### src/rtl/user_id_ctrl.sv
// Sequencing and access controller for the user project ID word: settles, double-samples
// the ID cell array, then serves the captured word to a bus read port and a serial dump port.
module user_id_ctrl #(
  parameter int SETTLE_CYCLES = 8,
  parameter int SHIFT_DIV     = 4
) (
  input  logic        wb_clk_i,
  input  logic        wb_rst_i,
  input  logic [31:0] mask_rev_i,
  input  logic        rd_req,
  output logic        rd_ack,
  output logic [31:0] rd_data,
  input  logic        ser_start,
  output logic        ser_busy,
  output logic        ser_dout,
  input  logic        refresh_req,
  output logic        id_valid,
  output logic [31:0] id_q,
  output logic [3:0]  mismatch_cnt
);

  localparam logic [1:0] ST_SETTLE  = 2'd0;
  localparam logic [1:0] ST_SAMPLE1 = 2'd1;
  localparam logic [1:0] ST_SAMPLE2 = 2'd2;
  localparam logic [1:0] ST_READY   = 2'd3;

  localparam logic [7:0] SETTLE_LAST = 8'(SETTLE_CYCLES - 1);
  localparam logic [7:0] DIV_LAST    = 8'(SHIFT_DIV - 1);

  logic [1:0]  state;
  logic [7:0]  settle_cnt;
  logic        refresh_pend;
  logic [31:0] shift_q;
  logic [4:0]  bit_cnt;
  logic [7:0]  div_cnt;

  logic in_ready;
  logic ack_due;
  logic refresh_take;
  logic ser_accept;

  assign in_ready = (state == ST_READY);
  // A read ack due next cycle outranks a refresh, so the refresh waits one cycle.
  assign ack_due      = in_ready && rd_req && !rd_ack;
  assign refresh_take = in_ready && (refresh_req || refresh_pend) && !ser_busy && !ack_due;
  assign ser_accept   = in_ready && ser_start && !ser_busy && !refresh_take;

  // NOTE: all state is updated with non-blocking assignments so every register samples
  // the pre-edge values of its neighbours; blocking here would create ordering races.
  always_ff @(posedge wb_clk_i) begin
    if (wb_rst_i) begin
      state        <= ST_SETTLE;
      settle_cnt   <= 8'd0;
      id_q         <= 32'd0;
      id_valid     <= 1'b0;
      mismatch_cnt <= 4'd0;
    end else begin
      case (state)
        ST_SETTLE: begin
          if (settle_cnt == SETTLE_LAST) begin
            state      <= ST_SAMPLE1;
            settle_cnt <= 8'd0;
          end else begin
            settle_cnt <= settle_cnt + 8'd1;
          end
        end
        ST_SAMPLE1: begin
          id_q  <= mask_rev_i;
          state <= ST_SAMPLE2;
        end
        ST_SAMPLE2: begin
          if (mask_rev_i == id_q) begin
            state    <= ST_READY;
            id_valid <= 1'b1;
          end else begin
            state <= ST_SETTLE;
            if (mismatch_cnt != 4'hF) mismatch_cnt <= mismatch_cnt + 4'd1;
          end
        end
        ST_READY: begin
          if (refresh_take) begin
            state    <= ST_SETTLE;
            id_valid <= 1'b0;
          end
        end
        default: begin
          state    <= ST_SETTLE;
          id_valid <= 1'b0;
        end
      endcase
    end
  end

  // Refresh requests that cannot be taken immediately (dump active or ack due) are held.
  always_ff @(posedge wb_clk_i) begin
    if (wb_rst_i) begin
      refresh_pend <= 1'b0;
    end else if (refresh_take) begin
      refresh_pend <= 1'b0;
    end else if (in_ready && refresh_req) begin
      refresh_pend <= 1'b1;
    end
  end

  // Gating on the current ack enforces at most one ack every two cycles.
  always_ff @(posedge wb_clk_i) begin
    if (wb_rst_i) begin
      rd_ack  <= 1'b0;
      rd_data <= 32'd0;
    end else if (ack_due) begin
      rd_ack  <= 1'b1;
      rd_data <= id_q;
    end else begin
      rd_ack  <= 1'b0;
      rd_data <= 32'd0;
    end
  end

  // shift_q holds the bits still to be sent, MSB-aligned, taken from a snapshot at start.
  always_ff @(posedge wb_clk_i) begin
    if (wb_rst_i) begin
      ser_busy <= 1'b0;
      ser_dout <= 1'b0;
      shift_q  <= 32'd0;
      bit_cnt  <= 5'd0;
      div_cnt  <= 8'd0;
    end else if (ser_accept) begin
      ser_busy <= 1'b1;
      ser_dout <= id_q[31];
      shift_q  <= {id_q[30:0], 1'b0};
      bit_cnt  <= 5'd31;
      div_cnt  <= 8'd0;
    end else if (ser_busy) begin
      if (div_cnt == DIV_LAST) begin
        div_cnt <= 8'd0;
        if (bit_cnt == 5'd0) begin
          ser_busy <= 1'b0;
          ser_dout <= 1'b0;
        end else begin
          bit_cnt  <= bit_cnt - 5'd1;
          ser_dout <= shift_q[31];
          shift_q  <= {shift_q[30:0], 1'b0};
        end
      end else begin
        div_cnt <= div_cnt + 8'd1;
      end
    end
  end

endmodule

### config.mk
export PLATFORM = sky130hd
export DESIGN_NAME = user_id_ctrl
export DESIGN_NICKNAME = d
export VERILOG_FILES = /design/src/rtl/user_id_ctrl.sv
export SDC_FILE = /design/constraint.sdc
export NUM_CORES = 1
export LEC_CHECK = 0
export ABC_CLOCK_PERIOD_IN_PS = 2300
export BUFFER_PORTS_ARGS = -buffer_cell sky130_fd_sc_hd__buf_4
export CORE_MARGIN = 3
export CORE_UTILIZATION = 40
export DETAILED_ROUTE_END_ITERATION = 8
export GPL_TIMING_DRIVEN = 0
export SLEW_MARGIN = 20
export SYNTH_ARGS = -nofsm -noshare
export SYNTH_HDL_FRONTEND = slang
export SYNTH_SLANG_ARGS = --single-unit
### constraint.sdc
create_clock -name wb_clk_i -period 2.3 [get_ports wb_clk_i]
set_input_delay 0.69 -clock wb_clk_i [delete_from_list [all_inputs] [get_ports wb_clk_i]]
set_output_delay 0.69 -clock wb_clk_i [all_outputs]
set_load 0.02 [all_outputs]
==> results of run 1 <==
==> sequential cells by signal, indices dropped and copies added (netlist names), 2 cells and up <==
name / count
bit_cnt: 5
rd_data: 32
state: 2
div_cnt: 8
settle_cnt: 8
mismatch_cnt: 4
id_q: 32
shift_q: 31
==> logic make-up after synthesis <==
kind of cell / count (synthesis) / share of synthesized area [%]
xor+xnor: 46 / 7.83
buf+inv: 42 / 4.01
mux: 3 / 0.608
simple gates: 280 / 25.1
flops: 127 / 49.4
compound gates: 90 / 12.1
fa+ha+maj: 4 / 0.972
==> cell usage after synthesis (all sizes together), types with 6 or more instances <==
cell type | instances | area share [%]
xor2 | 40 | 6.8
a21oi | 42 | 4.1
and2 | 32 | 3.9
nand3 | 9 | 0.87
nor4 | 9 | 1.1
nor2 | 51 | 3.7
dfxtp | 127 | 49
a311oi | 30 | 5.2
buf | 15 | 2.0
nor3 | 8 | 0.87
clkbuf | 20 | 1.5
nand2 | 144 | 10
inv | 7 | 0.51
xnor2 | 6 | 1.0
==> final cells by class <==
class / count / area (um^2)
Inverter: 7 / 26.3
Clock inverter: 1 / 5.00
Buffer: 35 / 180
Multi-Input combinational cell: 423 / 2400
Clock buffer: 28 / 497
Sequential cell: 127 / 2540
Tap cell: 168 / 210
Fill cell: 1179 / 5640
Timing Repair Buffer: 108 / 811
==> per-layer routing <==
metal	GRT usage, %	share of wire, %	wire, um
met5	0	0	0
met4	8.95	2.6	375
met3	4.84	5.9	850
met2	30.4	44	6300
met1	28.5	47	6780
==> layout by cell type (no fill, tap or decap), drive strengths merged <==
cell type,instances
and4,4
a31oi,4
o21ai,4
a211oi,5
inv,7
clkinv,1
a2111oi,2
xor2,40
a311oi,30
or2,3
a21oi,42
mux2,1
nor4,9
nor2,51
nand4,5
buf,123
nor2b,4
nor3,8
or4,1
a21o,1
o2111a,1
nor3b,1
dfxtp,127
nand2b,4
xnor2,6
or4b,1
clkbuf,48
and2,32
o31ai,1
mux2i,2
nor4b,1
nand2,144
nand3,9
and3,3
ha,4
==> worst min path at each step <==
stage | start | end | slack, ns | cells past startpoint
final | id_valid | id_valid | 0.48 | 2
after global routing | shift_q[10] | shift_q[10] | 0.50 | 2
after CTS | id_valid | id_valid | 0.48 | 2
after detailed placement | shift_q[29] | shift_q[29] | 0.47 | 2
after global placement | id_valid | id_valid | 0.46 | 2
after floorplan | shift_q[1] | shift_q[1] | 0.45 | 2
==> report_power, final <==
| group | total [mW] | internal (mW) | switching [mW] |
|---|---|---|---|
| Combinational | 0.146 | 0.0657 | 0.0805 |
| Sequential | 2.21 | 2.21 | 0.00358 |
| Clock | 2.32 | 1.44 | 0.882 |
| Total | 4.68 | 3.72 | 0.966 |
==> through the flow <==
stage	utilization [%]	setup TNS (ns)	power (mW)	instances
after floorplan	-	0	2.31	592
after global placement	50.1	-5.30	2.40	868
after detailed placement	50.1	-6.76	2.40	868
after CTS	54.2	0	4.73	897
after global routing	54.2	0	4.84	897
final	54.2	0	4.68	897
==> worst register-to-register path: stages, from the launching register on <==
cell,delay (ns)
sky130_fd_sc_hd__dfxtp_1,0.47
sky130_fd_sc_hd__xor2_1,0.14
sky130_fd_sc_hd__nor4_1,0.47
sky130_fd_sc_hd__and4_1,0.38
sky130_fd_sc_hd__a21oi_1,0.14
sky130_fd_sc_hd__mux2_2,0.29
==> impl_results.md, run 1 <==
- Run status: finished, final reports clean
- Skew-Pair Late Insertion Delay: a little over 0.4 ns
- Post-cts repair resize count: 0
- Largest net degree at the start of global routing: 17
- Slowest stage cell, crit path: sky130_fd_sc_hd__dfxtp_1
- Buffer count from post-CTS setup fixing: 0
- Most used flip-flop cell after synthesis: sky130_fd_sc_hd__dfxtp_1
- Layout cell share with drive strength beyond 1: approximately a fifth
- Clock slew at the register clock pins of the worst setup and hold paths: around 0.050 ns
- Max IR drop VDD: about 0.00037 V
- Die outline height: between 100 and 150 um
- Max-Cap Viols: 0
- Yosys warning total: 0
- Net count reported at finish: 760
- Final setup margin: between 0.2 and 0.3 ns
- Fraction of registers with async set or reset after synthesis: 0%
- Kind of critical path: reg -> reg
- Routed WL per cell: between 15 and 20 um
- Core area: between 0.01 and 0.015 mm^2
- Overall track demand over capacity in global routing: approximately a fifth
- Die footprint: between 0.01 and 0.015 mm^2
- Worst flop-to-flop path endpoint: mismatch_cnt[0]
- Clock tree from TritonCTS: done
- Slew Limit Headroom: 54.3%
- Antenna diode instance count: 0
- Number of global-route vias before repair: approximately 4300
- Per-instance average area after synthesis: 8.70 um^2
- Largest driver fanout on the critical path: 5
- Clock tree buffer depth: 2
- Final GP Congestion: about 0.85
- Number of remaining DRC errors: 0
- Post-cts hold buffer count: 0
- Hold/Removal Path Class: reg -> reg
- EDFF count, synth: 0
- Data arrival time at the worst-slack endpoint: between 2 and 2.5 ns
- Die width: between 100 and 150 um
- Count of nets left with antenna violations after detail routing: 0
- Crit path launch type: flop
- Num rows: 40
- Sequential fraction of the synthesis area: 49.4%
- Number of buffers and inverters on the critical path: 0
- Worst Tran Pin Value: between 0.6 and 0.7 ns
- Syn Std Cell Area: roughly 0.0051 mm^2
- Cell count after synthesis: just under 600
- Buffer type at the clock tree root: sky130_fd_sc_hd__clkbuf_16
- Leakage power: around 2.7 nW
- Capturing element type of the critical path: flop
- First element of the critical path: id_q[24]
- Post-synthesis sequential element count: between 100 and 150
- Min Tclk post-route: between 2 and 2.5 ns
- Final Hold Vio Count: 0
- Part of the cycle the worst path needs: 87.3%
- Total Wirelength: 14300 um
- Global-route wire length before repair: about 23000 um
- Drt via density: between 5 and 6
- Cell chain of the critical path: xor2_1, nor4_1, and4_1, a21oi_1, mux2_2
- Routed via count: about 4500
- Power density relative to cell area: 701 mW/mm^2
- Number of top-level pins: around 110
- Skew final: 0.00559 ns
- Initial antenna violation count: 0
- Endpoint of the worst setup timing path: mismatch_cnt[0]
- Sink count of the clock tree: 127
- Design area: about 0.0067 mm^2
- Detailed-routing iteration count for the pre-antenna-repair pass: 4
- Stage delay of the slowest cell on the critical path: ~0.47 ns
- Level count of the clock H-tree: 4
- Setup repair after global routing missed its margin: no
- Worst slack, placed: -0.289 ns
- Number of distinct standard cells referenced by the synthesized netlist: 42
- Final Max Slew Viols: 0
- Number of stages on the worst setup path: 5
- Startpoint of the most critical register-to-register path: id_q[24]
- Violation count after the first detailed-route iteration: approximately 270
- Dpl cell area: 0.00617 mm^2
- Number of buffers inserted during clock tree synthesis: 17
- Syn nets: 633
- Number of buffer cells added on primary ports: around 110
- Setup violations, final: 0
- Data required, critical path: about 2.6 ns
- Starting density of the core: between 40% and 50%
- Highest Clock Rate: roughly 0.5 GHz
- Worst reg-to-reg path cell count: 5
- Top Family by Delay on Critical Path: simple AND/OR/NAND/NOR gates
- Area added between synthesis and finish: 29.7%
- Final hold slack: between 0.4 and 0.5 ns
- DP HPWL: roughly 11000 um
- Setup slack of the worst register-to-register path: between 0.2 and 0.3 ns
- Congestion Overflow GR: 0
Note: power is estimated with default switching activity, not from simulation.
==> run 2: changes to the inputs <==
--- a/config.mk
+++ b/config.mk
@@ -9,8 +9,10 @@
 export BUFFER_PORTS_ARGS = -buffer_cell sky130_fd_sc_hd__buf_4
 export CORE_MARGIN = 3
 export CORE_UTILIZATION = 40
+export CTS_CLUSTER_SIZE = 24
 export DETAILED_ROUTE_END_ITERATION = 8
 export GPL_TIMING_DRIVEN = 0
+export REMOVE_ABC_BUFFERS = 1
 export SLEW_MARGIN = 20
 export SYNTH_ARGS = -nofsm -noshare
 export SYNTH_HDL_FRONTEND = slang
==> run 2 against run 1 <==
Non-clock buffer count down 30. First-iteration DRC count is 1.8% lower. Hold slack lost 0.00095 ns. Routed wire length fell by 5.1%. Register-to-register slack worse by 0.14 ns. Power is 4.5% higher. Critical endpoint is now shift_q[7]. Highest routed layer unchanged. Sequential power about the same. Clock skew up 0.0010 ns.
==> impl_results.md, run 2 (synthesized netlist as in run 1, its figures left out) <==
- Run status: finished, final reports clean
- Highest Clock Rate: around 0.46 GHz
- Flip-flop and latch area: 0.00254 mm^2
- Final standard cell utilization of the core: a little over half
- Endpoint of the worst setup timing path: shift_q[7]
- Initial antenna violation count: 0
- First element of the critical path: div_cnt[0]
- Detailed-routing iteration count for the pre-antenna-repair pass: 4
- Routed WL per cell: roughly 16 um
- Num rows: 40
- Worst Tran Pin Value: approximately 0.94 ns
- Fill cell total of the finished layout: around 1200
- Startpoint of the most critical register-to-register path: div_cnt[0]
- Final Max Slew Viols: 0
- Number of top-level pins: about 110
- Starting density of the core: between 40% and 50%
- Largest net degree at the start of global routing: 89
- Die footprint: 0.0143 mm^2
- Violation count after the first detailed-route iteration: 268
- Largest driver fanout on the critical path: 18
- Max IR drop VDD: 0.000432 V
- Net count reported at finish: ~730
- Min Tclk post-route: 2.15 ns
- Number of remaining DRC errors: 0
- Leakage power: approximately 2.7 nW
- Power density relative to cell area: ~730 mW/mm^2
- Number of global-route vias before repair: around 4200
- Setup repair after global routing missed its margin: no
- Data arrival time at the worst-slack endpoint: between 2 and 2.5 ns
- Clock slew at the register clock pins of the worst setup and hold paths: about 0.050 ns
- Skew final: 0.00664 ns
- Layout cell share with drive strength beyond 1: between 20 and 25%
- Kind of critical path: reg -> reg
- Die outline height: about 120 um
- Final GP Congestion: approximately 0.8
- Routed via count: 4436
- Antenna diode instance count: 0
- Number of buffer cells added on primary ports: about 110
- Skew-Pair Late Insertion Delay: slightly above 0.4 ns
- Setup slack of the worst register-to-register path: 0.15 ns
- Clock tree from TritonCTS: done
- Setup violations, final: 0
- Level count of the clock H-tree: 4
- Part of the cycle the worst path needs: between 90% and 100%
- DP HPWL: a little under 9000 um
- Core area: roughly 0.012 mm^2
- Data required, critical path: roughly 2.6 ns
- Global-route wire length before repair: 21000 um
- Commonest cells after routing, fill and taps aside: 144 x sky130_fd_sc_hd__nand2_1, 127 x sky130_fd_sc_hd__dfxtp_1, 112 x sky130_fd_sc_hd__buf_4
- Clock tree buffer depth: 2
- Count of nets left with antenna violations after detail routing: 0
- Worst reg-to-reg path cell count: 5
- Placed cell count: 836
- Multi-input gate area in the final layout: between 0.002 and 0.0025 mm^2
- Drt via density: between 5 and 6
- Die width: roughly 120 um
- Worst flop-to-flop path endpoint: shift_q[7]
- Largest registers: id_q (32), rd_data (32), shift_q (31)
- Sink count of the clock tree: between 100 and 150
- Number of buffers inserted during clock tree synthesis: 17
- Buffer type at the clock tree root: sky130_fd_sc_hd__clkbuf_16
- Capturing element type of the critical path: flop
- Overall track demand over capacity in global routing: roughly 18%
- Hold/Removal Path Class: reg -> reg
- Crit path launch type: flop
- Final non-filler cell total: a little under 900
- Slew Limit Headroom: 37.3%
- Max-Cap Viols: 0
- Area added between synthesis and finish: 29.9%
- Congestion Overflow GR: 0
- Final Hold Vio Count: 0
- Most common cell after layout, fill and taps aside: sky130_fd_sc_hd__nand2_1
- Total Wirelength: 13600 um
[run 2: what timing repair did]
item | CTS | global route
hold buffers | 0 | 0
resized for setup | 2 | 2
setup endpoints to repair | 2 | 8
gates cloned | 0 | 3
pin swaps | 0 | 1
buffers inserted | 0 | 2
[run 2: area by class of cell]
cell class	count	area share (%)
repair buffers	113	13.0
flip-flops and latches	127	38.0
inverters	7	0.393
clock buffers	25	7.11
well taps	168	3.14
clock inverters	7	1.27
multi-input cells	426	37.1
[run 2: worst max-delay path, stage by stage (launching register included)]
cell and delay, ns:
sky130_fd_sc_hd__dfxtp_1 0.38, sky130_fd_sc_hd__ha_1 0.23, sky130_fd_sc_hd__nor4b_4 0.46, sky130_fd_sc_hd__and4_2 0.59, sky130_fd_sc_hd__nand2_1 0.10, sky130_fd_sc_hd__a311oi_1 0.29
[run 2: worst min path at each step]
stage                 from          end  slack (ns)  cells past startpoint
2_1_floorplan   shift_q[1]   shift_q[1]        0.44                      2
5_1_grt        shift_q[27]  shift_q[28]        0.49                      2
4_1_cts         shift_q[1]   shift_q[1]        0.48                      2
6_report        shift_q[1]   shift_q[1]        0.47                      2
3_3_place_gp      id_valid     id_valid        0.46                      2
3_5_place_dp      id_valid     id_valid        0.47                      2
[run 2: per-layer routing]
metal	vias to the layer above	track usage, %	wire length [um]
li1	2210	-	-
met1	2113	24.0	6180
met2	104	28.8	6600
met3	9	5.70	637
met4	0	6.30	159
met5	-	0	0
[run 2: metrics by stage]
stage | power, mW | cell area (um^2) | hold WS, ns | worst slack [ns] | TNS (ns)
final | 4.89 | 6690 | 0.475 | 0.148 | 0
after global routing | 5.06 | 6690 | 0.494 | 0.00676 | 0
after CTS | 4.94 | 6630 | 0.477 | 0.0309 | 0
after detailed placement | 2.39 | 6060 | 0.468 | -0.263 | -2.60
after global placement | 2.39 | 5990 | 0.462 | -1.78 | -126.44
after floorplan | 2.29 | 4970 | 0.442 | -0.576 | -17.75
[run 2: where the power goes]
group | internal [mW] | leakage (nW) | total [mW] | switching (mW)
sequential | 2.21 | 1.02 | 2.21 | 0.00358
combinational | 0.0624 | 1.42 | 0.136 | 0.0738
clock | 1.64 | 0.279 | 2.55 | 0.905
total | 3.91 | 2.72 | 4.89 | 0.982
